--- src/rtl/sha1_msg_sequencer.sv ---
// SHA-1 front end: packs a 32-bit word stream into padded 512-bit blocks and drives the core block by block.
// Optional RUN watchdog is compiled in with `define SHA1_MSG_SEQUENCER_WATCHDOG_EN.
module sha1_msg_sequencer #(
  parameter int BlockWidth     = 512,
  parameter int DigestWidth    = 160,
  parameter int WatchdogCycles = 256
) (
  input  logic                   clk_i,
  input  logic                   rst_i,
  input  logic [31:0]            s_data_i,
  input  logic                   s_valid_i,
  input  logic                   s_last_i,
  input  logic [1:0]             s_bytes_i,
  output logic                   s_ready_o,
  output logic [BlockWidth-1:0]  block_o,
  output logic                   enable_hash_o,
  output logic                   rst_hash_o,
  input  logic                   hold_i,
  input  logic                   idle_i,
  input  logic [DigestWidth-1:0] core_digest_i,
  input  logic                   core_digest_valid_i,
  output logic [DigestWidth-1:0] digest_o,
  output logic                   digest_valid_o,
  input  logic                   digest_ready_i,
  output logic                   busy_o,
  output logic                   error_o
);

  typedef enum logic [2:0] {S_INIT, S_FILL, S_PAD, S_ISSUE, S_RUN, S_OUT} state_e;

  state_e                  state_q, state_d;
  logic [0:15][31:0]       buf_q, buf_d;
  logic [3:0]              widx_q, widx_d;
  logic [63:0]             bitcnt_q, bitcnt_d;
  logic                    pad80_q, pad80_d;
  logic                    pad_pend_q, pad_pend_d;
  logic                    final_q, final_d;
  logic [DigestWidth-1:0]  digest_q, digest_d;
  logic                    error_q, error_d;
  logic                    rst_hash_q, rst_hash_d;

  logic [31:0]             last_word;
  logic [2:0]              nbytes;

`ifdef SHA1_MSG_SEQUENCER_WATCHDOG_EN
  localparam int WdW = $clog2(WatchdogCycles);
  logic [WdW-1:0]          wd_q, wd_d;
`endif

  // Tail word of the message: keep the valid bytes and place the 0x80 marker right behind them.
  always_comb begin
    nbytes = (s_bytes_i == 2'd0) ? 3'd4 : {1'b0, s_bytes_i};
    case (s_bytes_i)
      2'd1:    last_word = {s_data_i[31:24], 24'h800000};
      2'd2:    last_word = {s_data_i[31:16], 16'h8000};
      2'd3:    last_word = {s_data_i[31:8], 8'h80};
      default: last_word = s_data_i;
    endcase
  end

  always_comb begin
    state_d        = state_q;
    buf_d          = buf_q;
    widx_d         = widx_q;
    bitcnt_d       = bitcnt_q;
    pad80_d        = pad80_q;
    pad_pend_d     = pad_pend_q;
    final_d        = final_q;
    digest_d       = digest_q;
    error_d        = error_q;
    rst_hash_d     = 1'b0;
    s_ready_o      = 1'b0;
    enable_hash_o  = 1'b0;
    digest_valid_o = 1'b0;
`ifdef SHA1_MSG_SEQUENCER_WATCHDOG_EN
    wd_d           = (state_q == S_RUN) ? wd_q + 1'b1 : '0;
`endif
    case (state_q)
      S_INIT: begin
        buf_d      = '0;
        widx_d     = '0;
        bitcnt_d   = '0;
        pad80_d    = 1'b0;
        pad_pend_d = 1'b0;
        final_d    = 1'b0;
        if (idle_i) state_d = S_FILL;
      end
      S_FILL: begin
        s_ready_o = 1'b1;
        if (s_valid_i) begin
          widx_d = widx_q + 4'd1;
          if (s_last_i) begin
            bitcnt_d      = bitcnt_q + {58'd0, nbytes, 3'd0};
            buf_d[widx_q] = last_word;
            pad80_d       = (nbytes == 3'd4);
            // Marker in word 14/15 leaves no room for the length: a second block follows.
            pad_pend_d    = (widx_q >= 4'd14);
            final_d       = 1'b0;
            state_d       = (widx_q == 4'd15) ? S_ISSUE : S_PAD;
          end else begin
            bitcnt_d      = bitcnt_q + 64'd32;
            buf_d[widx_q] = s_data_i;
            final_d       = 1'b0;
            if (widx_q == 4'd15) state_d = S_ISSUE;
          end
        end else if (s_last_i && widx_q == 4'd0) begin
          // Zero-length tail: the marker starts a fresh block.
          pad80_d = 1'b1;
          state_d = S_PAD;
        end
      end
      S_PAD: begin
        widx_d = widx_q + 4'd1;
        if (pad80_q) begin
          buf_d[widx_q] = 32'h8000_0000;
          pad80_d       = 1'b0;
          if (widx_q >= 4'd14) pad_pend_d = 1'b1;
        end else if (!pad_pend_q && widx_q == 4'd14) begin
          buf_d[widx_q] = bitcnt_q[63:32];
        end else if (!pad_pend_q && widx_q == 4'd15) begin
          buf_d[widx_q] = bitcnt_q[31:0];
        end else begin
          buf_d[widx_q] = '0;
        end
        if (widx_q == 4'd15) begin
          state_d = S_ISSUE;
          final_d = !pad_pend_d;
        end
      end
      S_ISSUE: begin
        enable_hash_o = 1'b1;
        state_d       = S_RUN;
      end
      S_RUN: begin
        // Drop enable while the core holds so it never re-latches the old block.
        enable_hash_o = ~hold_i;
        if (core_digest_valid_i) begin
          if (final_q) begin
            digest_d = core_digest_i;
            state_d  = S_OUT;
          end else begin
            error_d    = 1'b1;
            rst_hash_d = 1'b1;
            state_d    = S_INIT;
          end
        end else if (hold_i) begin
          if (final_q) begin
            digest_d = core_digest_i;
            state_d  = S_OUT;
          end else begin
            buf_d      = '0;
            widx_d     = '0;
            pad_pend_d = 1'b0;
            state_d    = pad_pend_q ? S_PAD : S_FILL;
          end
        end
`ifdef SHA1_MSG_SEQUENCER_WATCHDOG_EN
        else if (wd_q == WdW'(WatchdogCycles - 1)) begin
          error_d    = 1'b1;
          rst_hash_d = 1'b1;
          state_d    = S_INIT;
        end
`endif
      end
      S_OUT: begin
        digest_valid_o = 1'b1;
        if (digest_ready_i) begin
          rst_hash_d = 1'b1;
          state_d    = S_INIT;
        end
      end
      default: state_d = S_INIT;
    endcase
  end

  always_ff @(posedge clk_i or posedge rst_i) begin
    if (rst_i) begin
      state_q    <= S_INIT;
      buf_q      <= '0;
      widx_q     <= '0;
      bitcnt_q   <= '0;
      pad80_q    <= 1'b0;
      pad_pend_q <= 1'b0;
      final_q    <= 1'b0;
      digest_q   <= '0;
      error_q    <= 1'b0;
      rst_hash_q <= 1'b1;
    end else begin
      state_q    <= state_d;
      buf_q      <= buf_d;
      widx_q     <= widx_d;
      bitcnt_q   <= bitcnt_d;
      pad80_q    <= pad80_d;
      pad_pend_q <= pad_pend_d;
      final_q    <= final_d;
      digest_q   <= digest_d;
      error_q    <= error_d;
      rst_hash_q <= rst_hash_d;
    end
  end

`ifdef SHA1_MSG_SEQUENCER_WATCHDOG_EN
  always_ff @(posedge clk_i or posedge rst_i) begin
    if (rst_i) wd_q <= '0;
    else       wd_q <= wd_d;
  end
`endif

  assign block_o    = buf_q;
  assign digest_o   = digest_q;
  assign error_o    = error_q;
  assign rst_hash_o = rst_hash_q;
  assign busy_o     = !(state_q == S_INIT || (state_q == S_FILL && widx_q == 4'd0));

endmodule

--- config.mk ---
export PLATFORM = sky130hd
export DESIGN_NAME = sha1_msg_sequencer
export DESIGN_NICKNAME = d
export VERILOG_FILES = /design/src/rtl/sha1_msg_sequencer.sv
export SDC_FILE = /design/constraint.sdc
export NUM_CORES = 1
export LEC_CHECK = 0
export BUFFER_PORTS_ARGS = -buffer_cell sky130_fd_sc_hd__buf_2
export CORE_AREA = 2 2 346 348
export CTS_CLUSTER_SIZE = 40
export DETAILED_ROUTE_END_ITERATION = 10
export DIE_AREA = 0 0 348 350
export PLACE_DENSITY = 0.54
export SYNTH_ARGS = -nofsm -noshare
export SYNTH_HDL_FRONTEND = slang
export SYNTH_SLANG_ARGS = --single-unit
export TNS_END_PERCENT = 30
--- constraint.sdc ---
create_clock -name clk_i -period 46.1 [get_ports clk_i]
set_input_delay 9.22 -clock clk_i [delete_from_list [all_inputs] [get_ports clk_i]]
set_output_delay 9.22 -clock clk_i [all_outputs]
set_load 0.05 [all_outputs]
* Yosys cells after proc, flatten, opt, wreduce, memory -nomap -nowiden
Cells that the tools add are included.
Word-level totals: bits in latches 0, memory bits (read-only) 0, logic and storage cells 151, bits in registers 748, memories 0, memory bits (writable) 0
Cells by class: $lt $le $gt $ge 3, eq/ne operators 22, $add $sub $neg 3, multiply operators 0, muxes and demuxes 64, shift-type cells 0, bitwise logic cells 8, div/mod/pow operators 0, reductions and logical operators 26
Operator list (count):
- $mux 512 | 8
- $bwmux 512 | 4
- $pmux 512 s4 | 1
- $and 512x512->512 | 1
- $not 512->512 | 1
- $and 496x496->496 | 1
- $not 496->496 | 1
- $mux 160 | 3
- $demux 32 s4 | 1
- $mux 64 | 2
- $pmux 64 s2 | 1
- $pmux 24 s3 | 1
- $add 64x6->64 | 1
- $add 64x6->64 const B | 1
- $mux 3 | 11
- $mux 32 | 1
- $mux 1 | 19
- $pmux 3 s6 | 1
- $mux 4 | 4
- $ne 2x2->1 const B | 8
- $or 16x16->16 | 1
- $pmux 4 s4 | 1
- $eq 3x3->1 const B | 3
- $ne 3x3->1 const B | 3
- other kinds (30) | 47

* Longest topological paths before layout
depth in word-level cells 11, gate-level depth with buffers 11

* Worst setup path after synthesis
OpenSTA, ideal clock, no wires.
kind input to output, start in hold_i, end out enable_hash_o, cell stages on the path 1, required time 36.880 ns, setup slack 26.905 ns, arrival time 9.975 ns, path buffers 0, cell sequence o2bb2ai_1
Between the ends: longest elaborated chain between the ends 2
Ends and longest elaborated chain:
- from (decl) | line 18 | input logic hold_i,
- $not 1->1 | line 136 | enable_hash_o = ~hold_i;
- $pmux 1 s2 | line 78 | case (state_q)
- to (decl) | line 16 | output logic enable_hash_o,
No other way between the ends.

* Worst setup path after layout
Same ends and word-level chain as after synthesis.

==> results_dict.tcl <==
set metrics [dict create \
    status "complete, no violations" \
    wl_per_cell_um 28.7 \
    maxSlewHeadroom_pct 18.4 \
    ff2ff_setup_slack_ns 41.71 \
    clock_path_buffers 3 \
    critical-path-max-stage-delay_ns 0.29 \
    finalCriticalPeriod_ns 19.03 \
    p_total_mw 2.45 \
    final.setup.worst_slack_ns 27.07 \
    min_path_type "flop to flop" \
    htree_levels 3 \
    dp_hpwl_mm 110 \
    cpLargestDelayFamily "buffers and inverters" \
    cts_setup_buffers 0 \
    coreArea_mm2 0.118 \
    dp.cells 4914 \
    grt_pass1_vias 25000 \
    finalWirelength_mm 145 \
    antenna_found_initial 17 \
    synth_edf_count 0 \
    io_buffers 879 \
    critical_path_cell_count 3 \
    grt_overflow_total 0 \
    synthTopCellsByArea "dfrtp_1 61%, a22o_1 9.0%, mux2_2 6.0%" \
    crit_path_end "enable_hash_o" \
    insertion_delay_ns 0.68 \
    critical_path_class "input pin to output pin" \
    hold_ws_ns 0.474 \
    wl_met1_mm 60.6 \
    cap_violations 0 \
    r2r-end "block_o[321]" \
    cts.sinks 745 \
    finalMaxSlewViolations 0 \
    synth.distinct_cells 81 \
    power_leakage_nw 19.6 \
    via_per_inst 5.16 \
    fin_skew_ns 0.0446 \
    yosysWarningCount 0 \
    wl_met3_mm 13.3 \
    path_max_fanout 6 \
    ys_ff_latch 745 \
    cts_root_buffer "clkbuf_16" \
    finalSetupViolCount 0 \
    ant_nets 0 \
    final_area_mm2 0.0397 \
    vdd_drop_max_mv 0.0348 \
    crit_arrival_ns 9.81 \
    area_growth_pct 30.5 \
    fillerInstances 12000 \
    dpl_cell_area_mm2 0.0368 \
    cp_common_cell "buf_2" \
    critPathCaptureType "output pin" \
    grtUsageTotal_pct 23.0 \
    rsz0062_at_grt "false" \
    stdcell_count 5073 \
    critPathBufInv 2 \
    critical_path.cell_chain "buf_2, o2bb2ai_1, buf_2" \
    hold_buffers 0 \
    critical_path_required_ns 36.88 \
    synth_most_common_cell "dfrtp_1" \
    path_clk_slew_ns 0.06 \
    postSynth.asyncResetShare_pct 100 \
    cp_slowest_cell "buf_2" \
    avgSynthCellArea_um2 11.6 \
    syn_area_mm2 0.0304 \
    initial_core_util_pct 25.8 \
    drive_gt1_share_pct 37.2 \
    ys_seq_area_share_pct 61.3 \
    finalCritPeriodShare_pct 41.3 \
    max_slew.worst_pin.slew_ns 1.22 \
    fmax_ghz 0.0526 \
    die-area_mm2 0.122 \
    grt_max_degree 155 \
    dr_wl_met2_mm 66.4 \
    grt_pass1_wl_mm 201 \
    die-height_um 350 \
    startpoint_type "input pin" \
    cts_tree "built" \
    synth.net_count 2836 \
    power.density_mw_per_mm2 61.7 \
    tns_ns 0 \
    synth_top_area_share_pct 61.3 \
    rows 126 \
    vias 26200 \
    r2r_cells 7 \
    synth-main-ff-cell "dfrtp_1" \
    cts_buffers 87 \
    post-route-util_pct 33.7 \
    hold_violations 0 \
    yosys-top-cells-count "744 x dfrtp_1, 340 x nand2_1, 312 x a22o_1" \
    ioPinCount 880 \
    r2r_start "state_q[0]" \
    cts.repair.resized 0 \
    top_layer_used "met5" \
    die_w_um 348 \
    synth_area_leader_cell "dfrtp_1" \
    drt_iter0_markers 2504 \
    gp_congestion 0.932 \
    drcViolationCount 0 \
    drt_first_pass_iters 6 \
    syn_inst 2625 \
    crit_path_start "hold_i" \
    nets 3678 \
    pre_cts_ws_ns 27.09 \
]
routing by layer:
metal / GRT usage (%) / up-vias
met2: 35.7 / 1255
met3: 6.51 / 248
met5: 0 / -
li1: - / 11200
met1: 30.7 / 13500
met4: 8.29 / 8
layout make-up:
class,count,area [um^2],share of cell area (%)
Clock inverter,19,297,0.748
Clock buffer,134,2580,6.52
Multi-Input combinational cell,1668,11200,28.2
Timing Repair Buffer,948,4940,12.5
Inverter,17,71.3,0.180
Tap cell,1536,1920,4.85
Antenna cell,6,15.0,0.0379
Sequential cell,745,18600,47.0
power breakdown:
| group | total [mW] | switching [mW] | internal (mW) | leakage (nW) |
|---|---|---|---|---|
| Sequential | 0.789 | 0.0547 | 0.734 | 10.0 |
| Clock | 0.701 | 0.296 | 0.405 | 1.40 |
| Combinational | 0.957 | 0.778 | 0.180 | 8.11 |
kinds of logic (layout without fill, tap and decap cells):
| kind of cell | count (synthesis) | in the layout | share of synthesized area (%) |
|---|---|---|---|
| compound gates | 773 | 773 | 17.9 |
| xor+xnor | 47 | 47 | 1.35 |
| fa+ha+maj | 9 | 9 | 0.395 |
| buf+inv | 212 | 1118 | 2.96 |
| flops | 745 | 745 | 61.3 |
| mux | 164 | 164 | 6.06 |
| other cells | 0 | 6 | 0 |
| simple gates | 675 | 675 | 9.98 |
flip-flops by register name, summed over array words and instances (netlist names), 3 cells and up:
signal	count
digest_o	160
widx_q	4
state_q	3
block_o	512
bitcnt_q	61
worst min-delay path, stage by stage, from the launching register on:
cell and delay [ns]:
dfrtp_1 0.33, nand2_1 0.05, o21ai_0 0.06
placed cells by master, fill, tap and decap left out, types with 6 or more instances in the layout:
master,n
o22a_1,7
nand4_1,19
o21ai_2,12
o21ai_4,13
clkbuf_1,24
inv_1,14
diode_2,6
buf_4,67
o22ai_1,8
o211ai_1,7
nor2_1,119
a32oi_1,10
mux2_2,161
and3_1,18
a22oi_1,30
xor2_1,26
ha_1,8
and2_1,22
a31oi_1,11
buf_2,879
clkbuf_16,87
or3_1,6
nor3_1,16
nor2b_1,13
a21oi_1,83
a21boi_0,6
o21ai_0,201
o31ai_1,12
nand2b_1,8
xnor2_1,21
nand3_1,56
nor4_1,9
nand2_1,339
clkbuf_8,23
nor2_2,13
dfrtp_1,744
a22o_1,312
o21ai_1,13
worst min-delay path by stage:
stage	startpoint	to	slack, ns	cells past startpoint
finish	block_o[83]	block_o[83]	0.47	2
global route	block_o[69]	block_o[69]	0.49	2
CTS	block_o[83]	block_o[83]	0.48	2
detailed placement	block_o[83]	block_o[83]	0.46	2
global placement	error_o	error_o	0.46	1
floorplan	final_q	final_q	0.52	2
No activity file was read; power rests on OpenSTA's default activity.
